[config.mk]
export PLATFORM = sky130hd
export DESIGN_NAME = wtime_calc_seq
export DESIGN_NICKNAME = d
export VERILOG_FILES = /design/src/rtl/wtime_calc_seq.sv
export SDC_FILE = /design/constraint.sdc
export NUM_CORES = 1
export LEC_CHECK = 0
export BUFFER_PORTS_ARGS = -buffer_cell sky130_fd_sc_hd__buf_2
export CAP_MARGIN = 30
export CORE_MARGIN = 4
export CORE_UTILIZATION = 52
export CTS_CLUSTER_DIAMETER = 50
export CTS_CLUSTER_SIZE = 16
export DETAILED_ROUTE_END_ITERATION = 10
export HOLD_SLACK_MARGIN = 0.06
export PLACE_DENSITY = 0.72
export SYNTH_ARGS = -nofsm -noshare
export SYNTH_HDL_FRONTEND = slang
export SYNTH_SLANG_ARGS = --single-unit
[constraint.sdc]
create_clock -name clk -period 1.8 [get_ports clk]
set_input_delay 0.27 -clock clk [delete_from_list [all_inputs] [get_ports clk]]
set_output_delay 0.27 -clock clk [all_outputs]
set_load 0.01 [all_outputs]
[src/rtl/wtime_calc_seq.sv]
// -----------------------------------------------------------------------------
// wtime_calc_seq
//
// Sequential waiting-time calculator for the bank-queue datapath. It computes
//   Wtime = floor(TSERV * (Pcount + Tcount - 1) / Tcount)
// with an iterative restoring divider (one quotient bit per clock) behind a
// start/done handshake. The result is saturated to WTIME_W bits, and ovf flags
// the saturation.
//
// Build option:
//   WTIME_ROUND_EN - when defined, (Tcount >> 1) is added to the numerator.
//                    The result then rounds to nearest, with halves rounded up.
//                    Latency, handshake and bypass behaviour are the same in
//                    both builds.
//
// Ports:
//   clk     in   1         system clock, rising edge
//   rst_n   in   1         asynchronous active-low reset
//   start   in   1         request a computation (sampled only in IDLE)
//   Pcount  in   PCOUNT_W  waiting customers, latched on an accepted start
//   Tcount  in   TCOUNT_W  active tellers, latched on an accepted start
//   busy    out  1         high while in DIV or DONE
//   done    out  1         one-cycle pulse; Wtime is valid from this cycle on
//   Wtime   out  WTIME_W   result, held until the next done
//   ovf     out  1         quotient exceeded 2^WTIME_W-1 (updated with Wtime)
//
// Latency, counted from the edge that accepts start:
//   normal path - done is high in cycle NUM_W+1
//   bypass path - done is high in cycle 1 (Tcount==0 or Pcount==0)
// -----------------------------------------------------------------------------
module wtime_calc_seq #(
  parameter int PCOUNT_W = 3,
  parameter int TCOUNT_W = 2,
  parameter int TSERV    = 3,
  parameter int WTIME_W  = 5
) (
  input  logic                clk,
  input  logic                rst_n,
  input  logic                start,
  input  logic [PCOUNT_W-1:0] Pcount,
  input  logic [TCOUNT_W-1:0] Tcount,
  output logic                busy,
  output logic                done,
  output logic [WTIME_W-1:0]  Wtime,
  output logic                ovf
);

  localparam int NUM_W = PCOUNT_W + TCOUNT_W + 4;
  localparam int CNT_W = $clog2(NUM_W);

  localparam logic [1:0] S_IDLE = 2'd0;
  localparam logic [1:0] S_DIV  = 2'd1;
  localparam logic [1:0] S_DONE = 2'd2;

  // Numerator TSERV*(p+t-1), optionally biased by t/2 for round-to-nearest.
  // With TSERV <= 15 the value always fits in NUM_W bits.
  function automatic logic [NUM_W-1:0] calc_num(
    input logic [PCOUNT_W-1:0] p,
    input logic [TCOUNT_W-1:0] t
  );
    logic [NUM_W-1:0] sum;
    logic [NUM_W-1:0] prod;
    sum  = NUM_W'(p) + NUM_W'(t) - NUM_W'(1);
    prod = NUM_W'(TSERV) * sum;
`ifdef WTIME_ROUND_EN
    prod = prod + NUM_W'(t >> 1);
`endif
    return prod;
  endfunction

  // Clamp the full-width quotient to WTIME_W bits. Returns {ovf, value}.
  function automatic logic [WTIME_W:0] sat_q(input logic [NUM_W-1:0] q);
    logic [WTIME_W:0] r;
    if ((q >> WTIME_W) != '0) begin
      r = {1'b1, {WTIME_W{1'b1}}};
    end else begin
      r = {1'b0, WTIME_W'(q)};
    end
    return r;
  endfunction

  logic [1:0]          state;
  logic [TCOUNT_W-1:0] t_q;
  logic [NUM_W-1:0]    num_q;   // numerator bits shift out the top, quotient bits shift in at the bottom
  logic [TCOUNT_W:0]   rem_q;
  logic [CNT_W-1:0]    cnt_q;
  logic [WTIME_W-1:0]  wtime_q;
  logic                ovf_q;

  logic [TCOUNT_W:0]   rem_sh;
  logic [TCOUNT_W:0]   t_ext;
  logic                sub_ok;
  logic [TCOUNT_W:0]   rem_nxt;
  logic [NUM_W-1:0]    q_nxt;
  logic [WTIME_W:0]    sat_nxt;

  // One restoring-division step: shift {rem,num} left and trial-subtract t.
  // A bit shifted out of the top of rem means the shifted value is larger than
  // any t, so that bit alone forces the subtraction. Because rem stays below t,
  // the bit is always 0 in practice.
  always_comb begin
    rem_sh  = {rem_q[TCOUNT_W-1:0], num_q[NUM_W-1]};
    t_ext   = {1'b0, t_q};
    sub_ok  = rem_q[TCOUNT_W] | (rem_sh >= t_ext);
    rem_nxt = rem_sh;
    q_nxt   = {num_q[NUM_W-2:0], 1'b0};
    if (sub_ok) begin
      rem_nxt = rem_sh - t_ext;
      q_nxt   = {num_q[NUM_W-2:0], 1'b1};
    end
    sat_nxt = sat_q(q_nxt);
  end

  always_ff @(posedge clk or negedge rst_n) begin
    if (!rst_n) begin
      state   <= S_IDLE;
      t_q     <= '0;
      num_q   <= '0;
      rem_q   <= '0;
      cnt_q   <= '0;
      wtime_q <= '0;
      ovf_q   <= 1'b0;
    end else begin
      case (state)
        S_IDLE: begin
          if (start) begin
            t_q <= Tcount;
            if ((Tcount == '0) || (Pcount == '0)) begin
              // Bypass: no customers or no tellers means zero wait.
              num_q   <= '0;
              wtime_q <= '0;
              ovf_q   <= 1'b0;
              state   <= S_DONE;
            end else begin
              num_q <= calc_num(Pcount, Tcount);
              rem_q <= '0;
              cnt_q <= CNT_W'(NUM_W - 1);
              state <= S_DIV;
            end
          end
        end
        S_DIV: begin
          num_q <= q_nxt;
          rem_q <= rem_nxt;
          if (cnt_q == '0) begin
            // The last quotient bit is resolved on this edge, so the output is
            // taken from the step result and is visible together with done.
            {ovf_q, wtime_q} <= sat_nxt;
            state            <= S_DONE;
          end else begin
            cnt_q <= cnt_q - 1'b1;
          end
        end
        S_DONE: begin
          state <= S_IDLE;
        end
        default: begin
          state <= S_IDLE;
        end
      endcase
    end
  end

  assign busy  = (state != S_IDLE);
  assign done  = (state == S_DONE);
  assign Wtime = wtime_q;
  assign ovf   = ovf_q;

endmodule

-- Word-level counts from Yosys, hierarchy flattened
Cells that the tools add are included.
- register bits after elaboration: 26
- input port bits: 8
- word-level logic and storage cells: 60
- $add $sub $neg: 4
- multiply operators: 1
- order comparisons: 1
- eq/ne operators: 7
- muxes and demuxes: 25
- bitwise operators: 1
- reduce and logical (&&, ||, !) cells: 14
- operators by type and width (cell ; number):
    $mux W9 ; 2
    $pmux W9 S2 ; 1
    $mux W5 ; 3
    $mux W4 ; 3
    $ne A2 B2 Y1 const B ; 5
    $pmux W5 S2 ; 1
    $mux W3 ; 3
    $reduce_bool A9 Y1 ; 1
    $mul A3 B5 Y8 const A ; 1
    $pmux W4 S2 ; 1
    $reduce_and A4 Y1 ; 2
    $mux W2 ; 3
    $mux W6 ; 1
    $pmux W3 S2 ; 1
    $reduce_and A2 Y1 ; 3
    $sub A4 B1 Y5 const B ; 1
    $add A3 B2 Y4 ; 1
    $logic_not A2 Y1 ; 2
    $logic_not A4 Y1 ; 1
    $mux W1 ; 4
    $pmux W2 S2 ; 1
    $reduce_bool A2 Y1 ; 2
    $sub A4 B1 Y4 const B ; 1
    $ge A3 B2 Y1 ; 1
    other kinds (8) ; 8

-- Longest topological paths before layout
- word-level depth: 6
- mapped depth: 14
- gate-level depth less buffers: 14

-- Worst setup path after synthesis
No wires, ideal clock.
- path kind: input to register
- start: input Pcount[1]
- end: register num_q[6]
- setup time: 0.083 ns
- arrival time: 2.725 ns
- data required time: 1.717 ns
- path slack: -1.008 ns
- stages: 14
- buffers on the path: 0
- path through: inv_1 ha_1 inv_1 ha_1 inv_1 fa_1 ha_1 ha_1 inv_1 fa_1 nor2b_1 o21ai_0 xor2_1 o21ai_0
- word-level cells in the longest chain between the ends: 6
- ends and longest elaborated chain (item ; RTL line ; text):
    from (decl) ; 40 ; input logic [PCOUNT_W-1:0] Pcount,
    $add A3 B2 Y4 ; 63 ; sum = NUM_W'(p) + NUM_W'(t) - NUM_W'(1);
    $sub A4 B1 Y5 ; 63 ;
    $mul A3 B5 Y8 ; 64 ; prod = NUM_W'(TSERV) * sum;
    $mux W9 * ; 128 ; if ((Tcount == '0) || (Pcount == '0)) begin
    $mux W9 * ; 126 ; if (start) begin
    $pmux W9 S2 * ; 124 ; case (state)
    to (signal assigned) ; 135 ; num_q <= calc_num(Pcount, Tcount);
    to (signal assigned) ; 143 ; num_q <= q_nxt;
    to (decl) ; 84 ; logic [NUM_W-1:0] num_q;
Every way passes the cells marked *; elsewhere a longest branch is shown, timed or not. The select of a mux whose other input is x is not followed.
A chain may end at the register's enable or synchronous reset.

-- Worst setup path after layout
- start: input Pcount[1]
- end: register num_q[7]
The elaborated chain is that of the path after synthesis.

==> results_dict.tcl <==
set metrics [dict create \
    drtPass1Iterations 4 \
    drv_slew 0 \
    ios 16 \
    via_count 1245 \
    peakVddDrop_uv 1180 \
    final_area_sq_um 2200 \
    synth.avg_cell_area_sq_um 10.5 \
    maxCapViolations 0 \
    totalPowerFinal_mw 3.39 \
    path_max_fanout 3 \
    rsz0062_at_grt "true" \
    drive_gt1_share_pct 42.7 \
    cts_htree_levels 1 \
    fillers 188 \
    num_antenna_cells 0 \
    grt.overflow.total 0 \
    wl_per_cell_um 14.5 \
    grtUsageTotal_pct 18.1 \
    core-area_sq_um 2850 \
    port_buffers 15 \
    critPathMaxStageDelay_ns 0.35 \
    layout_setup_ws_ns -0.560 \
    finish.net_count 227 \
    worstPathRequired_ns 2.07 \
    syn_inst 153 \
    register_area_sq_um 651 \
    setup_tns_ns -3.24 \
    synth_area_sq_um 1610 \
    maxSlewHeadroom_pct 61.1 \
    fmax_ghz 0.424 \
    cp_slowest_cell "fa_2" \
    grt_pass1_vias 1274 \
    skew_ns 0.00858 \
    syn2layout_area_growth_pct 36.4 \
    ys_seq_area_share_pct 40.4 \
    ctsRootBufferMaster "clkbuf_4" \
    ys_warn_count 0 \
    cts-root-to-sink-buffers 2 \
    violations "negative setup slack" \
    power.leakage_nw 1.04 \
    holdWs_ns 0.279 \
    synthesis.nets 180 \
    cp_cell_sequence "buf_12 -> inv_12 -> ha_4 -> inv_2 -> ha_4 -> fa_2 -> xnor2_2 -> ha_1 -> ha_4 -> o21ai_4 -> or3_1 -> a21oi_2 -> a221o_1" \
    crit_type "in2reg" \
    clock_latency_ns 0.32 \
    setup_viol 7 \
    r2r_setup_slack_ns 0.04 \
    grt_pass1_wl_um 5860 \
    post-route-period-util_pct 131 \
    p_per_area_nw_per_um2 1540 \
    multi_input_area_sq_um 1010 \
    synth_cell_types 37 \
    report.final.hold_viol_count 0 \
    dpl_cell_area_sq_um 1990 \
    via_per_inst 5.41 \
    worstPathArrival_ns 2.63 \
    drcViolationCount 0 \
    gp_congestion 0.782 \
    dp_slack_ns -1.11 \
    drtIter0Drc 53 \
    clock_sinks 26 \
    synth_seq_cells 26 \
    ant_nets 0 \
    cts.clk_slew.worst_paths_ns 0.14 \
    path_common_cell "ha_4" \
    finalWirelength_um 3350 \
    hp-class "in2reg" \
    die_area_sq_um 4050 \
    period_needed_ns 2.36 \
    tightestPinTransition_ns 0.583 \
    row_count 19 \
    hpwl_um 2480 \
    crit_path_start_kind "input pin" \
    antenna_found_initial 0 \
    cts_tree "built" \
    grt_max_degree 27 \
    status "finished, violations left" \
    start_util_pct 56.4 \
    die_h_um 63.7 \
    fp.dieW_um 63.7 \
    cts_buffers 3 \
    worstSetupEndpointType "flop" \
]
-- sequential cells by signal, summed over array words and instances (netlist names) --
register	count
num_q	9
Wtime	5
cnt_q	4
rem_q	3
state	2
t_q	2
ovf	1
-- metrics by stage --
| stage | utilization (%) | instances |
|---|---|---|
| 3_3_place_gp | 69.8 | 217 |
| 3_5_place_dp | 69.8 | 217 |
| 2_1_floorplan | - | 153 |
| 4_1_cts | 74.2 | 225 |
| 6_report | 77.0 | 230 |
| 5_1_grt | 77.0 | 230 |
-- placed cells by master (no fill, tap or decap), types with 2 or more instances in the layout --
cell      netlist  layout
clkbuf_4        0       3
mux2i_1         2       2
ha_4            0       7
o21ai_1         0       3
nor2_1          4       4
a21oi_1         5       4
mux2_2          2       2
nand2b_1        2       2
o32ai_1         2       2
buf_2           4      13
ha_1           15       7
inv_12          0       2
nand2_1        14      14
a21o_1          4       4
inv_1          21      13
buf_12          0       3
a221o_1         2       2
nor2b_1         5       3
a22oi_1         2       2
xor2_1          3       3
fa_2            0       3
inv_2           0       6
a222oi_1        2       2
dfrtp_1        26      26
nor3b_2         2       2
buf_4           0      29
o21ai_0        10       5
xnor2_1         3       2
nand3_1         4       4
-- routing by layer --
metal	vias up	share of wire [%]	track usage (%)
li1	621	-	-
met1	606	46	23.7
met2	16	51	31.2
met3	2	2.8	2.13
met4	0	0.57	5.66
met5	-	0	0
-- synthesized netlist by cell type --
| cell | n | area (sq um) |
|---|---|---|
| nor3_1 | 1 | 5.00 |
| fa_1 | 4 | 80.1 |
| o41ai_4 | 1 | 27.5 |
| nand2_1 | 14 | 52.6 |
| or2_2 | 1 | 6.26 |
| or3_1 | 1 | 6.26 |
| a22oi_1 | 2 | 15.0 |
| a2111oi_4 | 1 | 27.5 |
| a222oi_1 | 2 | 20.0 |
| a2bb2oi_1 | 1 | 8.76 |
| inv_1 | 21 | 78.8 |
| a22o_1 | 1 | 8.76 |
| dfrtp_1 | 26 | 651 |
| nor2_1 | 4 | 15.0 |
| nor3b_2 | 2 | 25.0 |
| xor2_1 | 3 | 26.3 |
| o311ai_1 | 1 | 8.76 |
| o32ai_1 | 2 | 17.5 |
| or3b_4 | 1 | 11.3 |
| xnor2_1 | 3 | 26.3 |
| a221o_1 | 2 | 20.0 |
| o221ai_1 | 1 | 8.76 |
| nor2b_1 | 5 | 31.3 |
| o2bb2ai_1 | 1 | 8.76 |
| mux2i_1 | 2 | 20.0 |
| mux2_2 | 2 | 22.5 |
| nand2b_4 | 1 | 13.8 |
| buf_2 | 4 | 20.0 |
| a21o_1 | 4 | 30.0 |
| a211oi_1 | 1 | 7.51 |
| o211ai_1 | 1 | 7.51 |
| ha_1 | 15 | 188 |
| nand2b_1 | 2 | 12.5 |
| o21ai_0 | 10 | 50.1 |
| nand3_1 | 4 | 20.0 |
| a21oi_1 | 5 | 25.0 |
| o21bai_1 | 1 | 7.51 |
-- what timing repair did --
item,CTS,global route
pin swaps,12,8
buffers inserted,3,5
gates resized for setup,15,7
hold endpoints to repair,26,0
endpoints found under the setup margin,9,11
hold buffers,1,0
-- worst max-delay path: cells and delay by family --
kind / cells / cell delay (ns)
and+or+nand+nor: 1 / 0.33
adders and majority gates: 5 / 1.36
buffers and inverters: 3 / 0.15
xor gates and xnor gates: 1 / 0.15
AOI/OAI and AO/OA: 3 / 0.36
-- cell type report --
| type | count | share of cell area [%] |
|---|---|---|
| multi-input cells | 102 | 46.2 |
| flip-flops and latches | 26 | 29.6 |
| repair buffers | 46 | 16.1 |
| inverters | 21 | 4.73 |
| well taps | 31 | 1.77 |
| clock buffers | 4 | 1.65 |
-- power by group --
part           internal, mW  switching, mW
Clock                 0.124          0.172
Sequential            0.857          0.235
Combinational          1.09          0.914
-- kinds of logic after synthesis --
| kind of cell | count (synthesis) | share of synthesized area (%) |
|---|---|---|
| AND/OR/NAND/NOR | 36 | 12.4 |
| XOR/XNOR | 6 | 3.26 |
| flip-flops | 26 | 40.4 |
| AO/OA/AOI/OAI | 37 | 18.6 |
| multiplexers | 4 | 2.64 |
| buffers and inverters | 25 | 6.14 |
| adder cells (fa/ha/maj) | 19 | 16.6 |
-- worst paths after layout --
path	startpoint	end	cells past startpoint
worst max-delay path	Pcount[1]	num_q[7]$_DFFE_PN0P_	13
worst min-delay path	Tcount[1]	t_q[1]$_DFFE_PN0P_	4
worst max register to register	t_q[1]$_DFFE_PN0P_	Wtime[0]$_DFFE_PN0P_	6
worst min register to register	Wtime[4]$_DFFE_PN0P_	Wtime[4]$_DFFE_PN0P_	1
max in group asynchronous	rst_n	cnt_q[3]$_DFFE_PN0P_	2
min in group asynchronous	rst_n	num_q[1]$_DFFE_PN0P_	2
Power figures use the tool's default switching activity.
